==> config.mk <==
export PLATFORM = sky130hd
export DESIGN_NAME = game_timebase
export DESIGN_NICKNAME = d
export VERILOG_FILES = /design/src/rtl/game_timebase_pkg.sv /design/src/rtl/game_timebase_pix_strobe_gen.sv /design/src/rtl/game_timebase.sv
export SDC_FILE = /design/constraint.sdc
export NUM_CORES = 1
export LEC_CHECK = 0
export ABC_CLOCK_PERIOD_IN_PS = 3760
export BUFFER_PORTS_ARGS = -buffer_cell sky130_fd_sc_hd__buf_2
export CAP_MARGIN = 20
export CORE_ASPECT_RATIO = 0.5
export CORE_MARGIN = 2
export CORE_UTILIZATION = 54
export CTS_BUF_LIST = sky130_fd_sc_hd__clkbuf_16
export DETAILED_ROUTE_END_ITERATION = 8
export PLACE_DENSITY = 0.74
export SLEW_MARGIN = 25
export SYNTH_ARGS = -nofsm -noshare
export SYNTH_HDL_FRONTEND = slang
export SYNTH_SLANG_ARGS = --single-unit
==> constraint.sdc <==
create_clock -name CLK -period 3.76 [get_ports CLK]
set_clock_uncertainty 0.05 [all_clocks]
set_input_delay 0.376 -clock CLK [delete_from_list [all_inputs] [get_ports CLK]]
set_output_delay 0.376 -clock CLK [all_outputs]
set_load 0.05 [all_outputs]
==> src/rtl/game_timebase_pkg.sv <==
// Shared types and helpers for the game timebase: FSM state, move-period
// arithmetic and the simulation-speedup scaling used by GAME_TIMEBASE_SIM_FAST_EN.
package game_timebase_pkg;

  typedef enum logic {
    RUN    = 1'b0,
    PAUSED = 1'b1
  } tb_state_t;

  localparam int unsigned SIM_FAST_SHIFT = 16;

  function automatic int unsigned period_for_level(
    input int unsigned base,
    input int unsigned step,
    input int unsigned level
  );
    return base - level * step;
  endfunction

  // Shrinks a clock count for fast simulation while keeping it non-zero.
  function automatic int unsigned sim_fast_scale(input int unsigned value);
    int unsigned shifted;
    shifted = value >> SIM_FAST_SHIFT;
    return (shifted == 0) ? 1 : shifted;
  endfunction

endpackage

==> src/rtl/game_timebase_pix_strobe_gen.sv <==
// Phase-accumulator strobe generator: pix_stb_o is the registered carry out of
// acc + PIX_INC, giving a strobe rate of f_clk * PIX_INC / 2^PIX_ACC_W.
module pix_strobe_gen
  import game_timebase_pkg::*;
#(
  parameter int unsigned               PIX_ACC_W = 16,
  parameter logic [PIX_ACC_W-1:0]      PIX_INC   = 16'h4000
) (
  input  logic CLK,
  input  logic RST_BTN_N,
  output logic pix_stb_o
);

  logic [PIX_ACC_W-1:0] acc_reg;
  logic [PIX_ACC_W:0]   sum_next;

  assign sum_next = {1'b0, acc_reg} + {1'b0, PIX_INC};

  always_ff @(posedge CLK or negedge RST_BTN_N) begin
    if (!RST_BTN_N) begin
      acc_reg   <= '0;
      pix_stb_o <= 1'b0;
    end else begin
      acc_reg   <= sum_next[PIX_ACC_W-1:0];
      pix_stb_o <= sum_next[PIX_ACC_W];
    end
  end

endmodule

==> src/rtl/game_timebase.sv <==
// Timebase for the snake game: pixel strobe plus a level-dependent move tick with
// pause/single-step and heartbeat. Define GAME_TIMEBASE_SIM_FAST_EN to shrink move periods.
module game_timebase
  import game_timebase_pkg::*;
#(
  parameter int unsigned          PIX_ACC_W   = 16,
  parameter logic [PIX_ACC_W-1:0] PIX_INC     = 16'h4000,
  parameter int unsigned          MOVE_CNT_W  = 25,
  parameter int unsigned          BASE_PERIOD = 6_208_544,
  parameter int unsigned          PERIOD_STEP = 500_000,
  parameter int unsigned          NUM_LEVELS  = 8,
  parameter int unsigned          LEVEL_W     = $clog2(NUM_LEVELS)
) (
  input  logic               CLK,
  input  logic               RST_BTN_N,
  input  logic               pause_i,
  input  logic               step_i,
  input  logic               speed_up_i,
  input  logic               level_clr_i,
  output logic               pix_stb_o,
  output logic               move_tick_o,
  output logic               heartbeat_o,
  output logic [LEVEL_W-1:0] level_o,
  output logic               paused_o
);

`ifdef GAME_TIMEBASE_SIM_FAST_EN
  localparam int unsigned EFF_BASE = sim_fast_scale(BASE_PERIOD);
  localparam int unsigned EFF_STEP = sim_fast_scale(PERIOD_STEP);
`else
  localparam int unsigned EFF_BASE = BASE_PERIOD;
  localparam int unsigned EFF_STEP = PERIOD_STEP;
`endif

  localparam logic [LEVEL_W-1:0] LEVEL_MAX = LEVEL_W'(NUM_LEVELS - 1);

  if (NUM_LEVELS < 2) begin : g_chk_levels
    $error("game_timebase: NUM_LEVELS must be at least 2");
  end
  if (!(BASE_PERIOD > (NUM_LEVELS - 1) * PERIOD_STEP)) begin : g_chk_base
    $error("game_timebase: BASE_PERIOD must exceed (NUM_LEVELS-1)*PERIOD_STEP");
  end
  if (!(EFF_BASE > (NUM_LEVELS - 1) * EFF_STEP)) begin : g_chk_eff_base
    $error("game_timebase: scaled BASE_PERIOD must exceed (NUM_LEVELS-1)*PERIOD_STEP");
  end
  if (!(64'(BASE_PERIOD) < (64'd1 << MOVE_CNT_W))) begin : g_chk_width
    $error("game_timebase: BASE_PERIOD does not fit in MOVE_CNT_W bits");
  end

  pix_strobe_gen #(
    .PIX_ACC_W (PIX_ACC_W),
    .PIX_INC   (PIX_INC)
  ) u_pix_strobe_gen (
    .CLK       (CLK),
    .RST_BTN_N (RST_BTN_N),
    .pix_stb_o (pix_stb_o)
  );

  // Terminal count (period-1) per level, resolved at elaboration.
  logic [MOVE_CNT_W-1:0] period_m1 [NUM_LEVELS];

  for (genvar gi = 0; gi < NUM_LEVELS; gi++) begin : g_period
    assign period_m1[gi] = MOVE_CNT_W'(period_for_level(EFF_BASE, EFF_STEP, gi) - 1);
  end

  tb_state_t             state_reg, state_next;
  logic [MOVE_CNT_W-1:0] cnt_reg, cnt_next;
  logic [LEVEL_W-1:0]    level_reg, level_next;
  logic                  tick_reg, tick_next;
  logic                  hb_reg;

  always_ff @(posedge CLK or negedge RST_BTN_N) begin
    if (!RST_BTN_N) begin
      state_reg <= RUN;
      cnt_reg   <= '0;
      level_reg <= '0;
      tick_reg  <= 1'b0;
      hb_reg    <= 1'b0;
    end else begin
      state_reg <= state_next;
      cnt_reg   <= cnt_next;
      level_reg <= level_next;
      tick_reg  <= tick_next;
      hb_reg    <= hb_reg ^ tick_next;
    end
  end

  always_comb begin
    state_next = state_reg;
    cnt_next   = cnt_reg;
    tick_next  = 1'b0;
    level_next = level_reg;

    case (state_reg)
      RUN: begin
        // The pause cycle itself neither counts nor ticks.
        if (pause_i) begin
          state_next = PAUSED;
        end else if (cnt_reg >= period_m1[level_reg]) begin
          cnt_next  = '0;
          tick_next = 1'b1;
        end else begin
          cnt_next = cnt_reg + 1'b1;
        end
      end
      PAUSED: begin
        if (step_i) begin
          cnt_next  = '0;
          tick_next = 1'b1;
        end
        if (!pause_i) begin
          state_next = RUN;
        end
      end
      default: state_next = RUN;
    endcase

    // Clear outranks speed-up and step, and restarts the move period.
    if (level_clr_i) begin
      level_next = '0;
      cnt_next   = '0;
      tick_next  = 1'b0;
    end else if (speed_up_i && (level_reg != LEVEL_MAX)) begin
      level_next = level_reg + 1'b1;
    end
  end

  assign move_tick_o = tick_reg;
  assign heartbeat_o = hb_reg;
  assign level_o     = level_reg;
  assign paused_o    = (state_reg == PAUSED);

endmodule
==> out/qor.csv, run 1 <==
metric,value,unit
cpMostUsedCell,ha_1,
overflow,0,
reg2reg_from,level_o[0],
outcome,finished clean,
yosysTopAreaCell,dfrtp_1,
cp-end-kind,flip-flop,
setup_viol,0,
path_max_fanout,12,
antennaDiodeCount,0,
crit_buf_inv,1,
cts_resized,0,
reg2regPathDepth,11,
rsz0062_at_grt,no,
drc_errors,0,
tns,0,ps
die_h,50.6,um
worst-r2r-setup-slack,380,ps
syn_nets,281,
drv_slew,0,
crit_slowest_cell,dfrtp_1,
yosysWarnings,0,
largest_register_ffs,25,
tritoncts,built,
slew_headroom,38.9,%
grt_start_max_net_pins,35,
antenna_found_initial,0,
post-route-util,64.3,%
root_buffer,clkbuf_16,
fillers,329,
drt-total-wl,5070,um
finalHoldViolations,0,
layout-drive-gt1-share,13.6,%
nNetsFinal,294,
r2r_end,cnt_reg[13],
multi_input_area,1420,um2
die_w,97.2,um
netlist_instances,250,
p_leak,1.17,nW
min_period,3380,ps
cts_setup_buffers,0,
hpwlAfterDp,3750,um
ioPinCount,13,
start_util,58.3,%
synthesis.area,2340,um2
drv_cap,0,
worstSkewPairLatency,280,ps
cts.sinks,34,
core_area,4020,um2
regArea,851,um2
portBuffers,12,
max_clock_freq,0.296,GHz
peakVddDrop,0.210,mV
area_growth,10.4,%
ys_types,51,
cts_hold_buf,0,
worstMarginPinSlew,916,ps
grt_pass1_vias,1914,
crit_path_max_incr_delay,500,ps
synth_enable_flop_cells,0,
worstPathArrival,3510,ps
drtIter0Drc,138,
grt_pass1_wl,9030,um
netlist_top_cells_area,"dfrtp_1, ha_1, nand2_1, mux2i_1, nand4_1",
cts_buffers,5,
dieArea,4920,um2
dr_total_vias,1971,
cp.required,3890,ps
power.density,347,nW/um2
grt_use_total,23.2,%
gp_congestion,0.872,
yosysSeqAreaShare,36.3,%
crit_chain,"inv_1, ha_1, nor2_1, a21oi_1, ha_1, o21ai_0, o21bai_1, o2111a_1, a211oi_4, nand2_2, o311ai_1",
synth_top_cell_area_share,36.3,%
viasPerCell,6.20,
finalPower,0.897,mW
drtPass1Iterations,4,
clkTransAtPathRegs,50,ps
synthFlopType,dfrtp_1,
async_flop_share,100,%
ys_ff_latch,34,
hp-class,input pin to async pin,
post_drt_wl_per_cell,16.0,um
cts_buffer_depth,2,
period_share,90.0,%
htree_levels,2,
synth_area_per_cell,9.38,um2
fp-row-count,16,
start_kind,flip-flop,
critPathTopFamily,compound AO/OA/AOI/OAI gates,
ant_nets,0,
critPathKind,flip-flop to flip-flop,
[worst max-delay path by stage]
| stage | slack [ps] | startpoint | cells after the start | to |
|---|---|---|---|---|
| final | 380 | level_o[0] | 11 | cnt_reg[13] |
| after global routing | 120 | level_o[0] | 11 | cnt_reg[14] |
| after CTS | 420 | level_o[0] | 10 | cnt_reg[17] |
| after detailed placement | 430 | level_o[0] | 10 | cnt_reg[17] |
| after global placement | 560 | level_o[0] | 10 | cnt_reg[14] |
| after floorplan | 600 | level_o[0] | 12 | cnt_reg[7] |
[where the power goes]
group          switching [mW]  internal (mW)  total (mW)  leakage (nW)
Sequential             0.0105          0.376       0.386         0.464
Combinational          0.0865         0.0363       0.123         0.636
Clock                   0.149          0.239       0.388        0.0724
Total                   0.246          0.651       0.897          1.17
[final cells by class]
type,count,share of cell area (%)
Clock inverter,3,0.484
Sequential cell,34,32.9
Clock buffer,5,4.84
Multi-Input combinational cell,198,54.7
Inverter,9,1.31
Tap cell,54,2.61
Timing Repair Buffer,15,3.19
[worst register-to-register path, cell delays in order, from the launching register on]
cell      delay, ps
dfrtp_1         500
inv_1           170
ha_1            240
nor2_1          240
a21oi_1         120
ha_1            340
o21ai_0         200
o21bai_1        100
o2111a_1        300
a211oi_4        480
nand2_2         250
o311ai_1        310
[logic make-up (layout without fill, tap and decap cells)]
kind of cell	Yosys count	in the layout	synth area share, %
compound gates	59	59	18.7
mux	8	8	3.42
fa+ha+maj	25	25	13.3
simple gates	102	102	22.8
xor+xnor	4	4	1.49
flops	34	34	36.3
buf+inv	18	32	4.00
[Yosys cell counts (3+ instances only)]
cell type / number
nand4_1: 12
a22o_1: 4
o211ai_1: 6
and3_1: 4
nand2_1: 29
inv_1: 9
nor3_1: 5
dfrtp_1: 34
a21oi_1: 8
and2_1: 5
o21ai_0: 8
ha_1: 25
a31o_2: 3
o311ai_1: 4
or3_1: 3
nor2_1: 17
mux2i_1: 8
buf_2: 3
buf_6: 3
xor2_1: 3
a31oi_1: 7
nand3_1: 11
clkbuf_1: 3
[through the flow]
step / instance area, um2 / setup WS (ps) / instances / hold slack, ps
detailed placement: 2450 / 427 / 310 / 390
global route: 2590 / 116 / 318 / 197
finish: 2590 / 378 / 318 / 109
CTS: 2590 / 417 / 318 / 145
global placement: 2450 / 556 / 310 / 363
floorplan: 2340 / 602 / 250 / 30.4
[cell usage in the layout, fill, tap and decap left out, types with 5 or more instances in the layout]
cell type and n:
a21oi_1 8, a31oi_1 7, and2_1 5, buf_2 12
clkbuf_16 5, dfrtp_1 34, ha_1 25, inv_1 10
mux2i_1 8, nand2_1 29, nand3_1 11, nand4_1 12
nor2_1 16, o211ai_1 6, o21ai_0 8
[layer usage]
layer / vias to the layer above / part of all wire [%] / global-route usage (%)
li1: 976 / - / -
met5: - / 0 / 0
met3: 8 / 4.2 / 5.01
met2: 32 / 45 / 38.1
met1: 955 / 49 / 31.2
met4: 0 / 1.3 / 7.04
Note: power is estimated with default switching activity, not from simulation.
==> run 2: changes to the inputs <==
--- a/config.mk
+++ b/config.mk
@@ -5,7 +5,7 @@
 export SDC_FILE = /design/constraint.sdc
 export NUM_CORES = 1
 export LEC_CHECK = 0
-export ABC_CLOCK_PERIOD_IN_PS = 3760
+export ABC_CLOCK_PERIOD_IN_PS = 2780
 export BUFFER_PORTS_ARGS = -buffer_cell sky130_fd_sc_hd__buf_2
 export CAP_MARGIN = 20
 export CORE_ASPECT_RATIO = 0.5
@@ -13,7 +13,7 @@
 export CORE_UTILIZATION = 54
 export CTS_BUF_LIST = sky130_fd_sc_hd__clkbuf_16
 export DETAILED_ROUTE_END_ITERATION = 8
-export PLACE_DENSITY = 0.74
+export PLACE_DENSITY = 0.77
 export SLEW_MARGIN = 25
 export SYNTH_ARGS = -nofsm -noshare
 export SYNTH_HDL_FRONTEND = slang
==> constraint.sdc (replaced) <==
create_clock -name CLK -period 2.78 [get_ports CLK]
set_clock_uncertainty 0.05 [all_clocks]
set_input_delay 0.278 -clock CLK [delete_from_list [all_inputs] [get_ports CLK]]
set_output_delay 0.278 -clock CLK [all_outputs]
set_load 0.05 [all_outputs]
==> run 2 against run 1 <==
  * The flow now finishes with violations (setup timing)
  * Combinational power rose by 74%
  * Die area stayed put
  * Critical path depth unchanged
  * Setup slack worse by 480 ps
  * Clock power grew 37%
  * First-iteration DRC count is 63% higher
  * Sequential share of layout area decreased by 3.1 points
  * Power rose by 42%
  * Critical endpoint is now cnt_reg[14]
  * Largest cell class unchanged
  * Highest routed layer unchanged
==> out/qor.csv, run 2 (same netlist as run 1, synthesis figures left out) <==
metric,value,unit,change
cp.required,2910,ps,-980 ps
dr_total_vias,2186,,+11%
start_kind,flip-flop,,
tritoncts,built,,
regArea,857,um2,+0.74%
antenna_found_initial,0,,unchanged
path_max_fanout,10,,-2
area_growth,22.7,%,
die_h,50.6,um,unchanged
critPathKind,flip-flop to flip-flop,,
dieArea,4920,um2,unchanged
layout-drive-gt1-share,27.1,%,+13 points
outcome,"complete, but fails checks",,
antennaDiodeCount,0,,unchanged
overflow,0,,unchanged
htree_levels,2,,unchanged
grt_start_max_net_pins,35,,unchanged
cp-end-kind,flip-flop,,
drc_errors,0,,unchanged
worstPathArrival,3020,ps,-490 ps
grt_pass1_vias,2018,,+5.4%
period_share,104,%,+14 points
start_util,58.3,%,unchanged
core_area,4020,um2,unchanged
finalHoldViolations,0,,unchanged
drt-total-wl,6370,um,+25%
multi_input_area,1580,um2,+11%
portBuffers,12,,unchanged
viasPerCell,6.60,,+6.6%
fp-row-count,16,,unchanged
layout_common_cells,"dfrtp_1, nand2_1, ha_1, nor2_1, buf_4",,
hp-class,input pin to async pin,,
dpl_cell_area,2500,um2,+1.9%
p_leak,1.26,nW,+7.3%
ant_nets,0,,unchanged
root_buffer,clkbuf_16,,
place_inst,314,,+1.3%
peakVddDrop,0.263,mV,+25%
setup_ws,-105,ps,-483 ps
violations,setup timing,,
gp_congestion,0.844,,-3.2%
worstSkewPairLatency,280,ps,about the same
drv_cap,0,,unchanged
fillers,269,,-18%
slew_headroom,47.6,%,+8.7 points
grt_pass1_wl,10000,um,+11%
setup_viol,16,,+16
layout_commonest_cell,dfrtp_1,,
power.density,442,nW/um2,+27%
tns,-969,ps,-969 ps
cts_hold_buf,0,,unchanged
clkTransAtPathRegs,50,ps,about the same
post_drt_wl_per_cell,19.2,um,+21%
post-route-util,71.5,%,+7.2 points
drtPass1Iterations,4,,unchanged
drv_slew,0,,unchanged
nNetsFinal,308,,+4.8%
cts_buffers,5,,unchanged
ioPinCount,13,,unchanged
max_clock_freq,0.347,GHz,+17%
die_w,97.2,um,unchanged
finalPower,1.27,mW,+42%
drtIter0Drc,225,,+63%
hpwlAfterDp,3770,um,+0.33%
layout.cells.non_filler,331,,+4.1%
grt_use_total,25.9,%,+2.7 points
fin_area,2880,um2,+11%
min_period,2880,ps,-497 ps
cts_buffer_depth,2,,unchanged
dp_slack,-149,ps,-576 ps
rsz0062_at_grt,yes,,
fin_hold_ws,25.6,ps,-83.8 ps
worstMarginPinSlew,786,ps,-130 ps
largest_register_ffs,25,,unchanged
cts.sinks,34,,unchanged
run 2: where the power goes:
part | total (mW) | switching, mW | leakage (nW) | internal (mW)
Clock | 0.533 | 0.210 | 0.0694 | 0.323
Sequential | 0.523 | 0.0132 | 0.459 | 0.509
Combinational | 0.214 | 0.141 | 0.729 | 0.0731
Total | 1.27 | 0.364 | 1.26 | 0.906
run 2: layout make-up:
cell class	instances	share of cell area, %
Clock buffer	5	4.35
Clock inverter	2	0.348
Inverter	9	1.44
Multi-Input combinational cell	198	54.8
Sequential cell	34	29.8
Tap cell	54	2.35
Timing Repair Buffer	29	6.92
run 2: path summary, 6_finish.rpt:
kind	from	endpoint	slack (ps)	cells after the start
min in group CLK	pause_i	paused_o	100	1
max reg2reg	level_o[0]	cnt_reg[14]	-100	11
min reg2reg	u_pix_strobe_gen.acc_reg[14]	u_pix_strobe_gen.acc_reg[14]	380	1
max	level_o[0]	cnt_reg[14]	-100	11
min	RST_BTN_N	cnt_reg[2]	30	1
max in group asynchronous	RST_BTN_N	level_o[0]	2070	1
run 2: worst max-delay path, stage by stage (launching register included):
cell and delay [ps]:
dfrtp_4 490, inv_6 90, ha_4 220, xor2_1 240
ha_1 320, o21ai_2 150, nor2_1 60, a211o_1 290
a211oi_4 290, buf_6 170, nand2_4 120, o311ai_4 290
run 2: what timing repair did:
item / CTS / global route
cloned: 1 / 0
hold endpoints to repair: 0 / 0
resized for setup: 16 / 22
pin swaps: 6 / 7
setup buffers: 5 / 5
setup endpoints to repair: 21 / 25
run 2: routing by layer:
| layer | track usage (%) | routed length (um) | share of wire [%] | vias up |
|---|---|---|---|---|
| met4 | 6.81 | 134 | 2.1 | 0 |
| met3 | 5.29 | 591 | 9.3 | 16 |
| met2 | 42.4 | 2860 | 45 | 107 |
| met1 | 35.5 | 2780 | 44 | 1060 |
| met5 | 0 | 0 | 0 | - |
| li1 | - | - | - | 1003 |
==> run 3: changes to the inputs <==
--- a/config.mk
+++ b/config.mk
@@ -10,10 +10,10 @@
 export CAP_MARGIN = 20
 export CORE_ASPECT_RATIO = 0.5
 export CORE_MARGIN = 2
-export CORE_UTILIZATION = 54
+export CORE_UTILIZATION = 55
 export CTS_BUF_LIST = sky130_fd_sc_hd__clkbuf_16
 export DETAILED_ROUTE_END_ITERATION = 8
-export PLACE_DENSITY = 0.77
+export PLACE_DENSITY = 0.78
 export SLEW_MARGIN = 25
 export SYNTH_ARGS = -nofsm -noshare
 export SYNTH_HDL_FRONTEND = slang
==> run 3 against run 2 <==
  * The flow still finishes with violations (setup timing)
  * Die area down 1.7%
  * Sequential cell count unchanged
  * Register-to-register slack better by 40 ps
  * Sequential power about the same
  * Non-clock buffer count down 1
  * Routed wire length up 5.3%
  * Hold slack better by 0.95 ps
==> out/qor.csv, run 3 (same netlist as run 1, synthesis figures left out) <==
metric,value,unit,change
setup_ws,-63.9,ps,+41.1 ps
min_period,2840,ps,-41.1 ps
worstMarginPinSlew,768,ps,-18.2 ps
fin_area,2850,um2,-0.83%
p_leak,1.24,nW,-1.2%
antennaDiodeCount,0,,unchanged
root_buffer,clkbuf_16,,
max_clock_freq,0.352,GHz,+1.4%
worstPathArrival,2970,ps,-50 ps
violations,setup timing,,
start_util,58.6,%,+0.29 points
dr_total_vias,2227,,+1.9%
core_area,4000,um2,-0.50%
layout_common_cells,"dfrtp_1, nand2_1, ha_1, nor2_1, buf_4",,
period_share,102,%,-1.5 points
finalPower,1.26,mW,-1.2%
area_growth,21.7,%,
slew_headroom,48.8,%,+1.2 points
post_drt_wl_per_cell,20.2,um,+5.3%
drv_cap,0,,unchanged
drtIter0Drc,139,,-38%
htree_levels,2,,unchanged
cts_buffer_depth,2,,unchanged
peakVddDrop,0.256,mV,-2.7%
grt_use_total,27.5,%,+1.7 points
grt_pass1_vias,2134,,+5.7%
ant_nets,0,,unchanged
largest_register_ffs,25,,unchanged
antenna_found_initial,0,,unchanged
cts.sinks,34,,unchanged
drt-total-wl,6700,um,+5.3%
setup_viol,6,,-10
cts_hold_buf,0,,unchanged
outcome,"complete, but fails checks",,
fp-row-count,16,,unchanged
ioPinCount,13,,unchanged
worstSkewPairLatency,280,ps,about the same
rsz0062_at_grt,yes,,
overflow,0,,unchanged
critPathKind,flip-flop to flip-flop,,
viasPerCell,6.73,,+1.9%
drc_errors,0,,unchanged
hpwlAfterDp,4050,um,+7.6%
clkTransAtPathRegs,50,ps,about the same
tns,-190,ps,+779 ps
drv_slew,0,,unchanged
grt_start_max_net_pins,35,,unchanged
layout-drive-gt1-share,25.3,%,-1.8 points
power.density,440,nW/um2,-0.35%
grt_pass1_wl,10100,um,+0.89%
finalHoldViolations,0,,unchanged
nNetsFinal,307,,-0.32%
hp-class,input pin to async pin,,
dpl_cell_area,2510,um2,+0.60%
dp_slack,-7.85,ps,+141 ps
cts_buffers,5,,unchanged
tritoncts,built,,
start_kind,flip-flop,,
drtPass1Iterations,6,,+2
die_w,96.3,um,-0.87%
cp-end-kind,flip-flop,,
portBuffers,12,,unchanged
fin_hold_ws,26.6,ps,+0.952 ps
layout_commonest_cell,dfrtp_1,,
cp.required,2910,ps,about the same
path_max_fanout,12,,+2
die_h,50.2,um,-0.84%
dieArea,4830,um2,-1.7%
gp_congestion,0.854,,+1.2%
run 3: changes by cell type in the layout (fill, tap and decap cells not counted), sizes merged:
cell	delta
clkbuf	-1
clkinv	+1
run 3: worst paths after layout:
path	start	end	slack [ps]	depth (start not counted)
min	RST_BTN_N	u_pix_strobe_gen.acc_reg[14]	30	1
min in group CLK	pause_i	paused_o	110	1
min reg2reg	u_pix_strobe_gen.acc_reg[14]	u_pix_strobe_gen.acc_reg[14]	380	1
max reg2reg	level_o[0]	cnt_reg[17]	-60	11
max	level_o[0]	cnt_reg[17]	-60	11
max in group asynchronous	RST_BTN_N	level_o[0]	2090	1
run 3: final cells by class:
cell class | count | area [um2]
Clock buffer | 5 | 125
Clock inverter | 3 | 11.3
Fill cell | 270 | 1150
Inverter | 9 | 41.3
Multi-Input combinational cell | 198 | 1560
Sequential cell | 34 | 857
Tap cell | 54 | 67.6
Timing Repair Buffer | 28 | 191
run 3: stage by stage:
step / utilization, % / instances
2_1_floorplan: - / 250
3_3_place_gp: 62.7 / 316
3_5_place_dp: 62.7 / 316
6_report: 71.3 / 331
4_1_cts: 68.5 / 330
5_1_grt: 71.3 / 331
run 3: per-layer routing:
layer  vias up  part of all wire [%]  routed length (um)  GRT usage [%]
li1        992                     -                   -              -
met1      1039                    40                2650           35.4
met2       158                    48                3200           45.1
met3        38                   8.6                 579           7.06
met4         0                   4.0                 267           10.1
met5         -                     0                   0              0
run 3: where the power goes:
part / leakage (nW) / internal (mW) / total (mW) / switching (mW)
registers: 0.459 / 0.510 / 0.524 / 0.0142
logic: 0.718 / 0.0721 / 0.213 / 0.141
clock network: 0.0663 / 0.322 / 0.518 / 0.196
total: 1.24 / 0.904 / 1.26 / 0.351
run 3: worst max-delay path, stage by stage, from the launching register on:
cell      delay (ps)
dfrtp_4          490
inv_6             80
ha_4             220
xor2_2           150
ha_1             330
o21ai_1          130
nor2_1            60
a211o_1          310
a211oi_4         310
buf_4            270
nand4_1          200
o311ai_4         140
run 3: timing repair:
item	CTS	global route
endpoints found under the setup margin	7	25
gates cloned	1	0
resized for setup	13	21
hold endpoints to repair	0	0
setup buffers	5	2
pin swaps	5	12
